$ cat src/rtl/mem_arbiter_pkg.sv
// mem_arbiter_pkg: bus widths, RAM op codes and FSM/port encodings shared by mem_arbiter.
package mem_arbiter_pkg;
    localparam int DATA_BUS = 16;
    localparam int ADDR_BUS = 18;
    localparam logic RAM_OP_RD = 1'b0;
    localparam logic RAM_OP_WR = 1'b1;
    typedef enum logic [1:0] {ARB_S_IDLE, ARB_S_ISSUE, ARB_S_WAIT, ARB_S_DONE} arb_state_e;
    typedef enum logic {PORT_IF, PORT_MEM} port_e;
endpackage

$ cat src/rtl/mem_arbiter_fetch_buf.sv
// mem_arbiter_fetch_buf: single-entry fetch buffer (tag, word, valid) with hit compare.
// Instantiated by mem_arbiter only when MEM_ARBITER_FETCH_BUF_EN is defined.
module mem_arbiter_fetch_buf
    import mem_arbiter_pkg::*;
(
    input  logic                clk_50MHz,
    input  logic                rst,
    input  logic [ADDR_BUS-1:0] lookup_addr_i,
    input  logic                fill_i,
    input  logic [ADDR_BUS-1:0] fill_addr_i,
    input  logic [DATA_BUS-1:0] fill_data_i,
    input  logic                clear_i,
    output logic                hit_o,
    output logic [DATA_BUS-1:0] data_o
);
    logic [ADDR_BUS-1:0] tag_q, tag_d;
    logic [DATA_BUS-1:0] data_q, data_d;
    logic                valid_q, valid_d;

    assign tag_d   = fill_i ? fill_addr_i : tag_q;
    assign data_d  = fill_i ? fill_data_i : data_q;
    assign valid_d = fill_i ? 1'b1 : clear_i ? 1'b0 : valid_q;
    assign hit_o   = valid_q && (tag_q == lookup_addr_i);
    assign data_o  = data_q;

    always_ff @(posedge clk_50MHz) begin
        if (!rst) begin
            tag_q   <= '0;
            data_q  <= '0;
            valid_q <= 1'b0;
        end else begin
            tag_q   <= tag_d;
            data_q  <= data_d;
            valid_q <= valid_d;
        end
    end
endmodule

$ cat src/rtl/mem_arbiter.sv
// mem_arbiter: serialises IF fetches and MEM loads/stores onto one SRAM controller port.
// Defining MEM_ARBITER_FETCH_BUF_EN adds a single-entry fetch buffer giving 1-cycle fetch hits.
module mem_arbiter
    import mem_arbiter_pkg::*;
(
    input  logic                clk_50MHz,
    input  logic                rst,
    input  logic                if_req,
    input  logic [ADDR_BUS-1:0] if_addr,
    output logic [DATA_BUS-1:0] if_data,
    output logic                if_ready,
    output logic                if_stall,
    input  logic                mem_req,
    input  logic                mem_op,
    input  logic [ADDR_BUS-1:0] mem_addr,
    input  logic [DATA_BUS-1:0] mem_wdata,
    output logic [DATA_BUS-1:0] mem_rdata,
    output logic                mem_ready,
    output logic                mem_stall,
    output logic                ram_en,
    output logic                ram_op,
    output logic [ADDR_BUS-1:0] ram_addr,
    output logic [DATA_BUS-1:0] ram_wdata,
    input  logic [DATA_BUS-1:0] ram_rdata
);
    arb_state_e          state_q, state_d;
    port_e               served_q, served_d;
    logic                ram_op_q, ram_op_d;
    logic [ADDR_BUS-1:0] ram_addr_q, ram_addr_d;
    logic [DATA_BUS-1:0] ram_wdata_q, ram_wdata_d;
    logic [DATA_BUS-1:0] if_data_q, if_data_d;
    logic [DATA_BUS-1:0] mem_rdata_q, mem_rdata_d;
    logic [DATA_BUS-1:0] buf_data;
    logic                grant_slot, mem_ok, if_ok, wait_if, wait_mem, hit;

    assign grant_slot = (state_q == ARB_S_IDLE) || (state_q == ARB_S_DONE);
    // a request still held during its own DONE cycle must not be replayed
    assign mem_ok   = grant_slot && mem_req && !(state_q == ARB_S_DONE && served_q == PORT_MEM);
    assign if_ok    = grant_slot && if_req && !(state_q == ARB_S_DONE && served_q == PORT_IF);
    assign wait_if  = (state_q == ARB_S_WAIT) && (served_q == PORT_IF);
    assign wait_mem = (state_q == ARB_S_WAIT) && (served_q == PORT_MEM);

`ifdef MEM_ARBITER_FETCH_BUF_EN
    mem_arbiter_fetch_buf u_fetch_buf (
        .clk_50MHz     (clk_50MHz),
        .rst           (rst),
        .lookup_addr_i (if_addr),
        .fill_i        (wait_if),
        .fill_addr_i   (ram_addr_q),
        .fill_data_i   (ram_rdata),
        .clear_i       (wait_mem && ram_op_q == RAM_OP_WR),
        .hit_o         (hit),
        .data_o        (buf_data)
    );
`else
    assign hit      = 1'b0;
    assign buf_data = '0;
`endif

    always_comb begin
        state_d     = state_q;
        served_d    = served_q;
        ram_op_d    = ram_op_q;
        ram_addr_d  = ram_addr_q;
        ram_wdata_d = ram_wdata_q;
        if_data_d   = wait_if ? ram_rdata : if_data_q;
        mem_rdata_d = (wait_mem && ram_op_q == RAM_OP_RD) ? ram_rdata : mem_rdata_q;
        case (state_q)
            ARB_S_ISSUE: state_d = ARB_S_WAIT;
            ARB_S_WAIT:  state_d = ARB_S_DONE;
            default: begin
                state_d = ARB_S_IDLE;
                if (mem_ok) begin
                    state_d     = ARB_S_ISSUE;
                    served_d    = PORT_MEM;
                    ram_op_d    = mem_op;
                    ram_addr_d  = mem_addr;
                    ram_wdata_d = mem_wdata;
                end else if (if_ok && hit) begin
                    state_d   = ARB_S_DONE;
                    served_d  = PORT_IF;
                    if_data_d = buf_data;
                end else if (if_ok) begin
                    state_d    = ARB_S_ISSUE;
                    served_d   = PORT_IF;
                    ram_op_d   = RAM_OP_RD;
                    ram_addr_d = if_addr;
                end
            end
        endcase
    end

    always_ff @(posedge clk_50MHz) begin
        if (!rst) begin
            state_q     <= ARB_S_IDLE;
            served_q    <= PORT_IF;
            ram_op_q    <= RAM_OP_RD;
            ram_addr_q  <= '0;
            ram_wdata_q <= '0;
            if_data_q   <= '0;
            mem_rdata_q <= '0;
        end else begin
            state_q     <= state_d;
            served_q    <= served_d;
            ram_op_q    <= ram_op_d;
            ram_addr_q  <= ram_addr_d;
            ram_wdata_q <= ram_wdata_d;
            if_data_q   <= if_data_d;
            mem_rdata_q <= mem_rdata_d;
        end
    end

    assign ram_en    = state_q == ARB_S_ISSUE;
    assign ram_op    = ram_op_q;
    assign ram_addr  = ram_addr_q;
    assign ram_wdata = ram_wdata_q;
    assign if_data   = if_data_q;
    assign mem_rdata = mem_rdata_q;
    assign if_ready  = (state_q == ARB_S_DONE) && (served_q == PORT_IF);
    assign mem_ready = (state_q == ARB_S_DONE) && (served_q == PORT_MEM);
    assign if_stall  = if_req & ~if_ready;
    assign mem_stall = mem_req & ~mem_ready;
endmodule

$ cat config.mk
export PLATFORM = sky130hd
export DESIGN_NAME = mem_arbiter
export DESIGN_NICKNAME = d
export VERILOG_FILES = /design/src/rtl/mem_arbiter_pkg.sv /design/src/rtl/mem_arbiter_fetch_buf.sv /design/src/rtl/mem_arbiter.sv
export SDC_FILE = /design/constraint.sdc
export NUM_CORES = 1
export LEC_CHECK = 0
export BUFFER_PORTS_ARGS = -buffer_cell sky130_fd_sc_hd__buf_2
export CAP_MARGIN = 20
export CORE_ASPECT_RATIO = 1.2
export CORE_MARGIN = 1.5
export CORE_UTILIZATION = 47
export CTS_BUF_LIST = sky130_fd_sc_hd__clkbuf_16
export CTS_CLUSTER_DIAMETER = 100
export DETAILED_ROUTE_END_ITERATION = 16
export PLACE_DENSITY = 0.91
export SLEW_MARGIN = 20
export SYNTH_ARGS = -nofsm -noshare
export SYNTH_HDL_FRONTEND = slang
export SYNTH_SLANG_ARGS = --single-unit
export TNS_END_PERCENT = 100
$ cat constraint.sdc
create_clock -name clk_50MHz -period 1.7 [get_ports clk_50MHz]
set_input_delay 0.17 -clock clk_50MHz [delete_from_list [all_inputs] [get_ports clk_50MHz]]
set_output_delay 0.17 -clock clk_50MHz [all_outputs]
set_load 0.05 [all_outputs]
==> flow_metrics.tcl, run 1 <==
set metrics [dict create \
    status "finished, final reports clean" \
    syn_avg_cell_area_um2 8.41 \
    final_net_count 584 \
    hpwl_mm 5.95 \
    row_count 32 \
    final_cell_mix "142 x buf_2, 68 x dfxtp_1, 67 x nand2_1" \
    cap_violations 0 \
    crit_buf_inv 3 \
    grt-ovfl-total 0 \
    vdd_drop_max_mv 0.999 \
    slew_headroom_pct 64.8 \
    setup_violations 0 \
    start_util_pct 48.7 \
    p_per_area_nw_per_um2 1820 \
    numCtsBuffers 9 \
    async_flop_share_pct 0 \
    n_antenna_cell 0 \
    worst_setup_path_start_kind "flip-flop" \
    cp.arrival_ns 1.82 \
    first_pass_iters 5 \
    cp_cell_sequence "inv_1 > ha_2 > inv_1 > buf_4 > o21ai_0 > a31oi_1" \
    htreeDepth 3 \
    cp.required_ns 1.89 \
    ioPinCount 145 \
    skew_ns 0.00634 \
    mostFrequentLayoutCell "buf_2" \
    cp_slowest_stage_delay_ns 0.40 \
    utilization_pct 66.3 \
    clkSinkCount 70 \
    grt_util_all_layers_pct 24.1 \
    max_clock_freq_mhz 615 \
    fin_crit_ns 1.63 \
    maxSlewViolCount 0 \
    syn-num-nets 447 \
    cts_tree "yes" \
    postRouteWirelength_mm 8.51 \
    core_area_um2 6410 \
    postRouteAntennaNets 0 \
    critPathTopFamily "adder cells" \
    p_leak_nw 1.85 \
    cts.path.max_buffers 2 \
    yosysTopAreaCell "dfxtp_1" \
    stdcell_area_um2 4250 \
    holdWs_ns 0.0971 \
    synth_ff_type "dfxtp_1" \
    syn_inst 371 \
    placedCellCount 581 \
    crit_path_end_kind "flip-flop" \
    grt_max_degree 35 \
    fillers 530 \
    ys_seq_elements 70 \
    tightest_slew_ns 0.528 \
    yosysWarnings 0 \
    portBuffers 144 \
    die_area_um2 7140 \
    num_vias 3224 \
    ys_seq_area_share_pct 44.9 \
    ys_types 29 \
    root_buffer "clkbuf_16" \
    die_h_um 92.3 \
    clock_latency_ns 0.32 \
    worstPathMaxFanout 26 \
    synth-edff-count 0 \
    drcViolationCount 0 \
    drive_above_1_share_pct 36.5 \
    synth.area.top_cells "dfxtp_1 45%, a21boi_0 10%, nand2_1 8.1%" \
    final_cells 598 \
    drtIter0Drc 165 \
    post_drt_via_cell_ratio 5.39 \
    period_share_pct 95.7 \
    first_global_vias 2996 \
    hold_viol 0 \
    synth_top_cell_area_share_pct 44.9 \
    detail_route.wl_per_cell_um 14.2 \
    dpl-instance-area_um2 3910 \
    cp_slowest_cell "ha_2" \
    cp_common_cell "inv_1" \
    gp_congestion 0.747 \
    syn_to_final_growth_pct 36.1 \
    rrSetupSlack_ns 0.07 \
    antenna_found_initial 0 \
    hold_buffers 0 \
    path_clk_slew_ns 0.06 \
    die_width_um 77.4 \
    grt_pass1_wl_mm 13.8 \
    syn_area_um2 3120 \
    crit_type "flip-flop to flip-flop" \
    min_path_type "input port to flip-flop" \
    post-cts-setup-buffer-count 0 \
    finalPower_w 0.00773 \
]
-- cells in the mapped netlist, types with 4 or more instances --
cell	instances
dfxtp_1	70
o21ai_0	35
inv_1	4
buf_2	9
nor2b_1	6
a31oi_1	18
clkbuf_1	19
nand2b_1	19
a21boi_1	6
a21boi_0	43
nand2_1	67
o221ai_1	18
nand3_1	34
-- worst paths after layout --
check | startpoint | end | depth (start not counted)
max | state_q[0] | ram_addr[2] | 6
min reg2reg | mem_rdata[9] | mem_rdata[9] | 2
min | ram_rdata[9] | mem_rdata[9] | 3
max reg2reg | state_q[0] | ram_addr[2] | 6
-- metal layers --
| metal | up-vias | part of all wire, % | track usage, % | wire length (µm) |
|---|---|---|---|---|
| met1 | 1482 | 40 | 28.8 | 3390 |
| met4 | 0 | 1.6 | 8.64 | 140 |
| met3 | 16 | 7.7 | 6.37 | 656 |
| li1 | 1574 | - | - | - |
| met2 | 152 | 51 | 41.4 | 4320 |
| met5 | - | 0 | 0 | 0 |
-- repair_timing --
item / in CTS / in global routing
setup endpoints to repair: 4 / 29
cloned: 1 / 0
gates resized for setup: 6 / 7
pin swaps: 0 / 0
-- sequential cells by signal (all words and copies together) (netlist names) --
| register | flops |
|---|---|
| ram_wdata | 16 |
| served_q | 1 |
| state_q | 2 |
| if_data | 16 |
| ram_addr | 18 |
| mem_rdata | 16 |
| ram_op | 1 |
-- worst min-delay path, cell delays in order --
cell,delay [ns]
buf_2,0.10
nand2_1,0.05
a21boi_1,0.05
-- power by group --
part	internal, W	switching (W)	leakage [nW]
clock	0.00112	0.000664	0.141
combinational	0.00105	0.00261	1.13
sequential	0.00204	0.000241	0.573
total	0.00421	0.00352	1.85
-- logic make-up (layout without fill, tap and decap cells) --
group,count (synthesis),in the layout,synth area share [%]
AND/OR/NAND/NOR,131,131,19.6
adder cells (fa/ha/maj),3,3,1.20
buffers and inverters,41,183,6.33
flip-flops,70,70,44.9
multiplexers,1,1,0.481
AO/OA/AOI/OAI,125,125,27.5
-- stage by stage --
stage | worst slack, ns | TNS (ns)
after CTS | 0.000697 | 0
after floorplan | 0.0443 | 0
after global routing | -0.0507 | -0.0507
after detailed placement | 0.0622 | 0
final | 0.0727 | 0
after global placement | 0.184 | 0
-- area by class of cell --
cell class / count / area (µm²) / share of cell area (%)
Multi-Input combinational cell: 260 / 1550 / 36.4
Sequential cell: 70 / 1400 / 33.0
Timing Repair Buffer: 162 / 881 / 20.7
Clock buffer: 9 / 225 / 5.30
Tap cell: 85 / 106 / 2.50
Clock inverter: 7 / 63.8 / 1.50
Inverter: 5 / 20.0 / 0.471
No activity file was read; power rests on OpenSTA's default activity.
==> run 2: changes to the inputs <==
Settings changed: ABC_AREA from default to 1, CORE_UTILIZATION 47 to 46, REMOVE_ABC_BUFFERS from default to 1.
==> run 2 against run 1 <==
Against the previous run:
- hold slack improved by 0.0018 ns
- core utilization about the same
- power increased by 14%
- combinational power increased by 17%
- cell count increased by 5.7%
- first-iteration DRC count decreased by 59%
- non-clock buffer count decreased by 8
- clock-buffer cell count unchanged
- critical path type is now flip-flop to output pin
==> flow_metrics.tcl, run 2 <==
set metrics [dict create \
    status "finished, final reports clean" \
    cts_tree "yes" \
    holdWs_ns 0.0990 \
    n_antenna_cell 0 \
    hold_buffers 0 \
    worst_setup_path_start_kind "flip-flop" \
    p_leak_nw 2.13 \
    tightest_slew_ns 0.518 \
    finalPower_w 0.00879 \
    postRouteAntennaNets 0 \
    die_width_um 76.1 \
    hold_viol 0 \
    post-cts-setup-buffer-count 0 \
    htreeDepth 3 \
    layout_setup_ws_ns 0.0806 \
    clock_latency_ns 0.32 \
    cts.path.max_buffers 2 \
    yosysTopAreaCell "dfxtp_1" \
    syn_avg_cell_area_um2 7.31 \
    gp_congestion 0.810 \
    num_vias 3088 \
    hp-start "mem_wdata[8]" \
    syn_to_final_growth_pct 37.8 \
    syn_area_um2 2950 \
    detail_route.wl_per_cell_um 12.0 \
    drive_above_1_share_pct 32.5 \
    synth-edff-count 0 \
    grt_pass1_wl_mm 12.5 \
    vdd_drop_max_mv 1.23 \
    ys_seq_area_share_pct 47.6 \
    mostFrequentLayoutCell "buf_2" \
    drcViolationCount 0 \
    tns_ns 0 \
    row_count 31 \
    rsz0062_at_grt "no" \
    ys_types 21 \
    final_net_count 621 \
    crit_type "flip-flop to output pin" \
    max_clock_freq_mhz 617 \
    p_per_area_nw_per_um2 2160 \
    portBuffers 144 \
    async_flop_share_pct 0 \
    synth.area.top_cells "dfxtp_1 48%, nor2_1 17%, o21ai_0 8.2%" \
    grt-ovfl-total 0 \
    fin_crit_ns 1.62 \
    min_path_type "input port to flip-flop" \
    maxSlewViolCount 0 \
    first_global_vias 2751 \
    clkSinkCount 70 \
    cp_cell_sequence "ha_1 > nand2_4 > inv_2 > nor2_1 > buf_4" \
    core_area_um2 6130 \
    grt_max_degree 40 \
    period_share_pct 95.3 \
    worstPathMaxFanout 8 \
    setup_violations 0 \
    numCtsBuffers 9 \
    antenna_found_initial 0 \
    syn_inst 403 \
    synth_top_cell_area_share_pct 47.6 \
    largest_register_ffs 18 \
    yosysMostFrequentCell "nor2_1" \
    crit_path_end_kind "output pin" \
    ys_top_cells_by_count "136 x nor2_1, 70 x dfxtp_1, 63 x nand2_1" \
    hpwl_mm 5.60 \
    first_pass_iters 4 \
    place_ws_ns 0.147 \
    cap_violations 0 \
    die_h_um 90.7 \
    final_cell_mix "142 x buf_2, 136 x nor2_1, 70 x dfxtp_1" \
    slew_headroom_pct 65.4 \
    startpoint "state_q[0]" \
    synth_ff_type "dfxtp_1" \
    root_buffer "clkbuf_16" \
    ioPinCount 145 \
    start_util_pct 48.1 \
    cp.arrival_ns 1.45 \
    r2r_start "state_q[0]" \
    cp_slowest_stage_delay_ns 0.33 \
    post_drt_via_cell_ratio 4.89 \
    yosysWarnings 0 \
    grt_util_all_layers_pct 22.2 \
    cp.required_ns 1.53 \
    drtIter0Drc 67 \
    path_clk_slew_ns 0.06 \
    postRouteWirelength_mm 7.61 \
    die_area_um2 6900 \
    ys_seq_elements 70 \
    skew_ns 0.00661 \
    cp_slowest_cell "dfxtp_1" \
]
-- run 2: cell types whose count changed in the layout (fill, tap and decap cells not counted), sizes merged, moves of 11 or more --
cell and delta:
a31oi -18, nand3 -14, o21ai +13, inv +11
o221ai -18, nand2b -19, a21boi -49, nor2 +136
nand3b +17
-- run 2: logic make-up after synthesis --
kind of cell             after synthesis  share of synthesized area, %
flip-flops                            70                          47.6
adder cells (fa/ha/maj)                3                          1.27
AO/OA/AOI/OAI                         50                          8.62
buffers and inverters                 38                          7.18
AND/OR/NAND/NOR                      242                          35.4
-- run 2: critical path, delay by kind of cell, from the launching register on --
family / cells / cell delay, ns
adders and majority gates: 1 / 0.24
buffers and inverters: 2 / 0.30
DFF: 1 / 0.33
and+or+nand+nor: 2 / 0.26
-- run 2: routing by layer --
| layer | up-vias | track usage [%] | part of all wire [%] |
|---|---|---|---|
| met5 | - | 0 | 0 |
| met4 | 0 | 9.26 | 2.0 |
| met3 | 13 | 4.34 | 6.5 |
| met2 | 141 | 37.4 | 49 |
| met1 | 1381 | 27.6 | 43 |
| li1 | 1553 | - | - |
-- run 2: power breakdown --
part / internal, W / leakage (nW) / total (W) / switching (W)
Combinational: 0.00113 / 1.39 / 0.00428 / 0.00315
Sequential: 0.00216 / 0.575 / 0.00242 / 0.000265
Clock: 0.00142 / 0.163 / 0.00208 / 0.000657
Total: 0.00471 / 2.13 / 0.00879 / 0.00407
-- run 2: final timing paths --
kind                  end  slack, ns  depth (start not counted)
max             mem_stall       0.08                          5
min          ram_wdata[8]        0.1                          3
min reg2reg  mem_rdata[4]       0.47                          2
max reg2reg   ram_addr[9]       0.11                          9
-- run 2: layout make-up --
cell class              instances  area (µm²)
fillers                       538        2070
multi-input cells             295        1340
well taps                      82         103
repair buffers                154         813
inverters                      15        63.8
clock buffers                   9         225
clock inverters                 7         114
flip-flops and latches         70        1400
-- run 2: repair_timing --
item / in CTS / in global routing
resized for setup: 3 / 1
setup endpoints to repair: 2 / 4
hold endpoints to repair: 0 / 0
-- run 2: through the flow --
stage | utilization (%) | instance area [µm²] | instances
floorplan | - | 2800 | 380
global placement | 60.5 | 3710 | 616
detailed placement | 60.5 | 3710 | 616
CTS | 66.2 | 4060 | 632
global route | 66.3 | 4060 | 632
finish | 66.3 | 4060 | 632
==> run 3: changes to the inputs <==
Settings changed: CORE_UTILIZATION 46 to 49, CTS_CLUSTER_SIZE from default to 12, PLACE_DENSITY 0.91 to 0.95.
Clock period 1.7 ns to 1.89 ns, I/O delays scaled along.
==> run 3 against run 2 <==
Against the previous run:
- via count shrank 0.19%
- global-route usage is 1.2 points higher
- worst setup slack improved by 0.091 ns
- critical path type is now flip-flop to flip-flop
- largest power group unchanged
- highest routed layer unchanged
==> flow_metrics.tcl, run 3 (synthesis results as in run 2) <==
set metrics [dict create \
    cts_tree "yes" \
    hp-start "mem_wdata[2]" \
    min_path_type "input port to flip-flop" \
    largest_register_ffs 18 \
    postRouteAntennaNets 0 \
    cp_slowest_cell "ha_1" \
    drcViolationCount 0 \
    worstPathMaxFanout 19 \
    gp_congestion 0.810 \
    cp_slowest_stage_delay_ns 0.36 \
    power.share.switching_pct 48.2 \
    hold_viol 0 \
    reg2reg_depth 10 \
    first_pass_iters 4 \
    drive_above_1_share_pct 32.1 \
    grt_max_degree 29 \
    setup_violations 0 \
    min_to "ram_wdata[2]" \
    syn_to_final_growth_pct 35.7 \
    cp.arrival_ns 1.93 \
    drtIter0Drc 58 \
    slew_headroom_pct 65.3 \
    detail_route.wl_per_cell_um 11.9 \
    antenna_found_initial 0 \
    first_global_vias 2650 \
    row_count 30 \
    pwr-share-clk_pct 21.1 \
    layout_setup_ws_ns 0.171 \
    netSwitchingPower_w 0.00368 \
    mostFrequentLayoutCell "buf_2" \
    tightest_slew_ns 0.520 \
    period_share_pct 90.9 \
    min_path_cells 3 \
    dpl-instance-area_um2 3700 \
    place_ws_ns 0.128 \
    final_net_count 620 \
    post_drt_via_cell_ratio 4.91 \
    vdd_drop_max_mv 1.41 \
    grt-ovfl-total 0 \
    htreeDepth 3 \
    clock_latency_ns 0.33 \
    top_layer_used "met4" \
    maxSlewViolCount 0 \
    die_area_um2 6490 \
    ioPinCount 145 \
    hpwl_mm 5.41 \
    tns_ns 0 \
    n_antenna_cell 0 \
    p_per_area_nw_per_um2 1910 \
    numCtsBuffers 9 \
    holdWs_ns 0.105 \
    portBuffers 144 \
    die_h_um 87.9 \
    stdcell_area_um2 4000 \
    hold_buffers 0 \
    met2_length_mm 3.56 \
    crit_path_end_kind "flip-flop" \
    worst_setup_path_start_kind "flip-flop" \
    crit_type "flip-flop to flip-flop" \
    power.internal_w 0.00395 \
    clkSinkCount 70 \
    path_clk_slew_ns 0.06 \
    r2r_start "state_q[0]" \
    cp_cell_sequence "inv_1 > ha_1 > nand2_4 > inv_8 > nand2_8 > buf_4 > nand2_1 > nand2_1 > nor2_1 > nor2_1" \
    start_util_pct 51.3 \
    combPwrFrac_pct 50.6 \
    cp.required_ns 2.10 \
    die_width_um 73.8 \
    cap_violations 0 \
    max_clock_freq_mhz 582 \
    grt_util_all_layers_pct 23.3 \
    r2r_end "ram_addr[10]" \
    wl_met1_mm 3.14 \
    cts.path.max_buffers 2 \
    final_cell_mix "144 x buf_2, 136 x nor2_1, 70 x dfxtp_1" \
    skew_ns 0.00932 \
    num_vias 3082 \
    root_buffer "clkbuf_16" \
    p_leak_nw 2.09 \
    core_area_um2 5740 \
    postRouteWirelength_mm 7.46 \
    wl_met3_um 584 \
    status "finished, final reports clean" \
    pwr-share-seq_pct 28.3 \
    grt_pass1_wl_mm 11.5 \
    rsz0062_at_grt "no" \
    fin_crit_ns 1.72 \
    rrSetupSlack_ns 0.17 \
]
run 3: critical path, delay by kind of cell (launching register included):
| kind | cells | cell delay, ns |
|---|---|---|
| DFF | 1 | 0.35 |
| adders and majority gates | 1 | 0.36 |
| buffers and inverters | 3 | 0.39 |
| and+or+nand+nor | 6 | 0.52 |
run 3: stage by stage:
stage	instances	utilization, %	total power (W)
after detailed placement	613	64.4	0.00603
after global placement	613	64.4	0.00592
final	628	69.6	0.00763
after CTS	628	69.4	0.00766
after floorplan	380	-	0.00507
after global routing	628	69.6	0.00811
run 3: area by class of cell:
cell class | count | area (µm²)
inverter | 15 | 66.3
clock buffer | 9 | 225
fill | 461 | 1740
clock inverter | 6 | 62.6
multi-input combinational | 295 | 1340
tap | 80 | 100
sequential | 70 | 1400
timing repair buffer | 153 | 801
run 3: layer usage:
| layer | vias up | track usage [%] |
|---|---|---|
| met5 | - | 0 |
| met4 | 0 | 13.0 |
| met3 | 18 | 6.56 |
| met2 | 153 | 39.1 |
| met1 | 1353 | 26.5 |
| li1 | 1558 | - |
run 3: what timing repair did:
action / CTS / global route
setup endpoints to repair: 0 / 5
gates resized for setup: 0 / 2
buffers inserted: 0 / 0
run 3: how the worst max path moves through the flow:
stage | startpoint | to | slack [ns] | cells after the start
final | state_q[0] | ram_addr[10] | 0.17 | 10
after global routing | state_q[0] | ram_addr[16] | 0.008 | 10
after CTS | state_q[0] | ram_addr[10] | 0.1 | 10
after detailed placement | state_q[0] | ram_addr[2] | 0.13 | 10
after global placement | state_q[0] | ram_addr[10] | 0.23 | 10
after floorplan | state_q[0] | mem_stall | 0.004 | 4
run 3: power by group through the flow:
stage	Combinational (W)	Sequential [W]	Clock (W)
final	0.00386	0.00216	0.00161
after global routing	0.00419	0.00221	0.00171
after CTS	0.00386	0.00216	0.00163
after detailed placement	0.00384	0.00219	0
after global placement	0.00375	0.00217	0
after floorplan	0.00137	0.00370	0
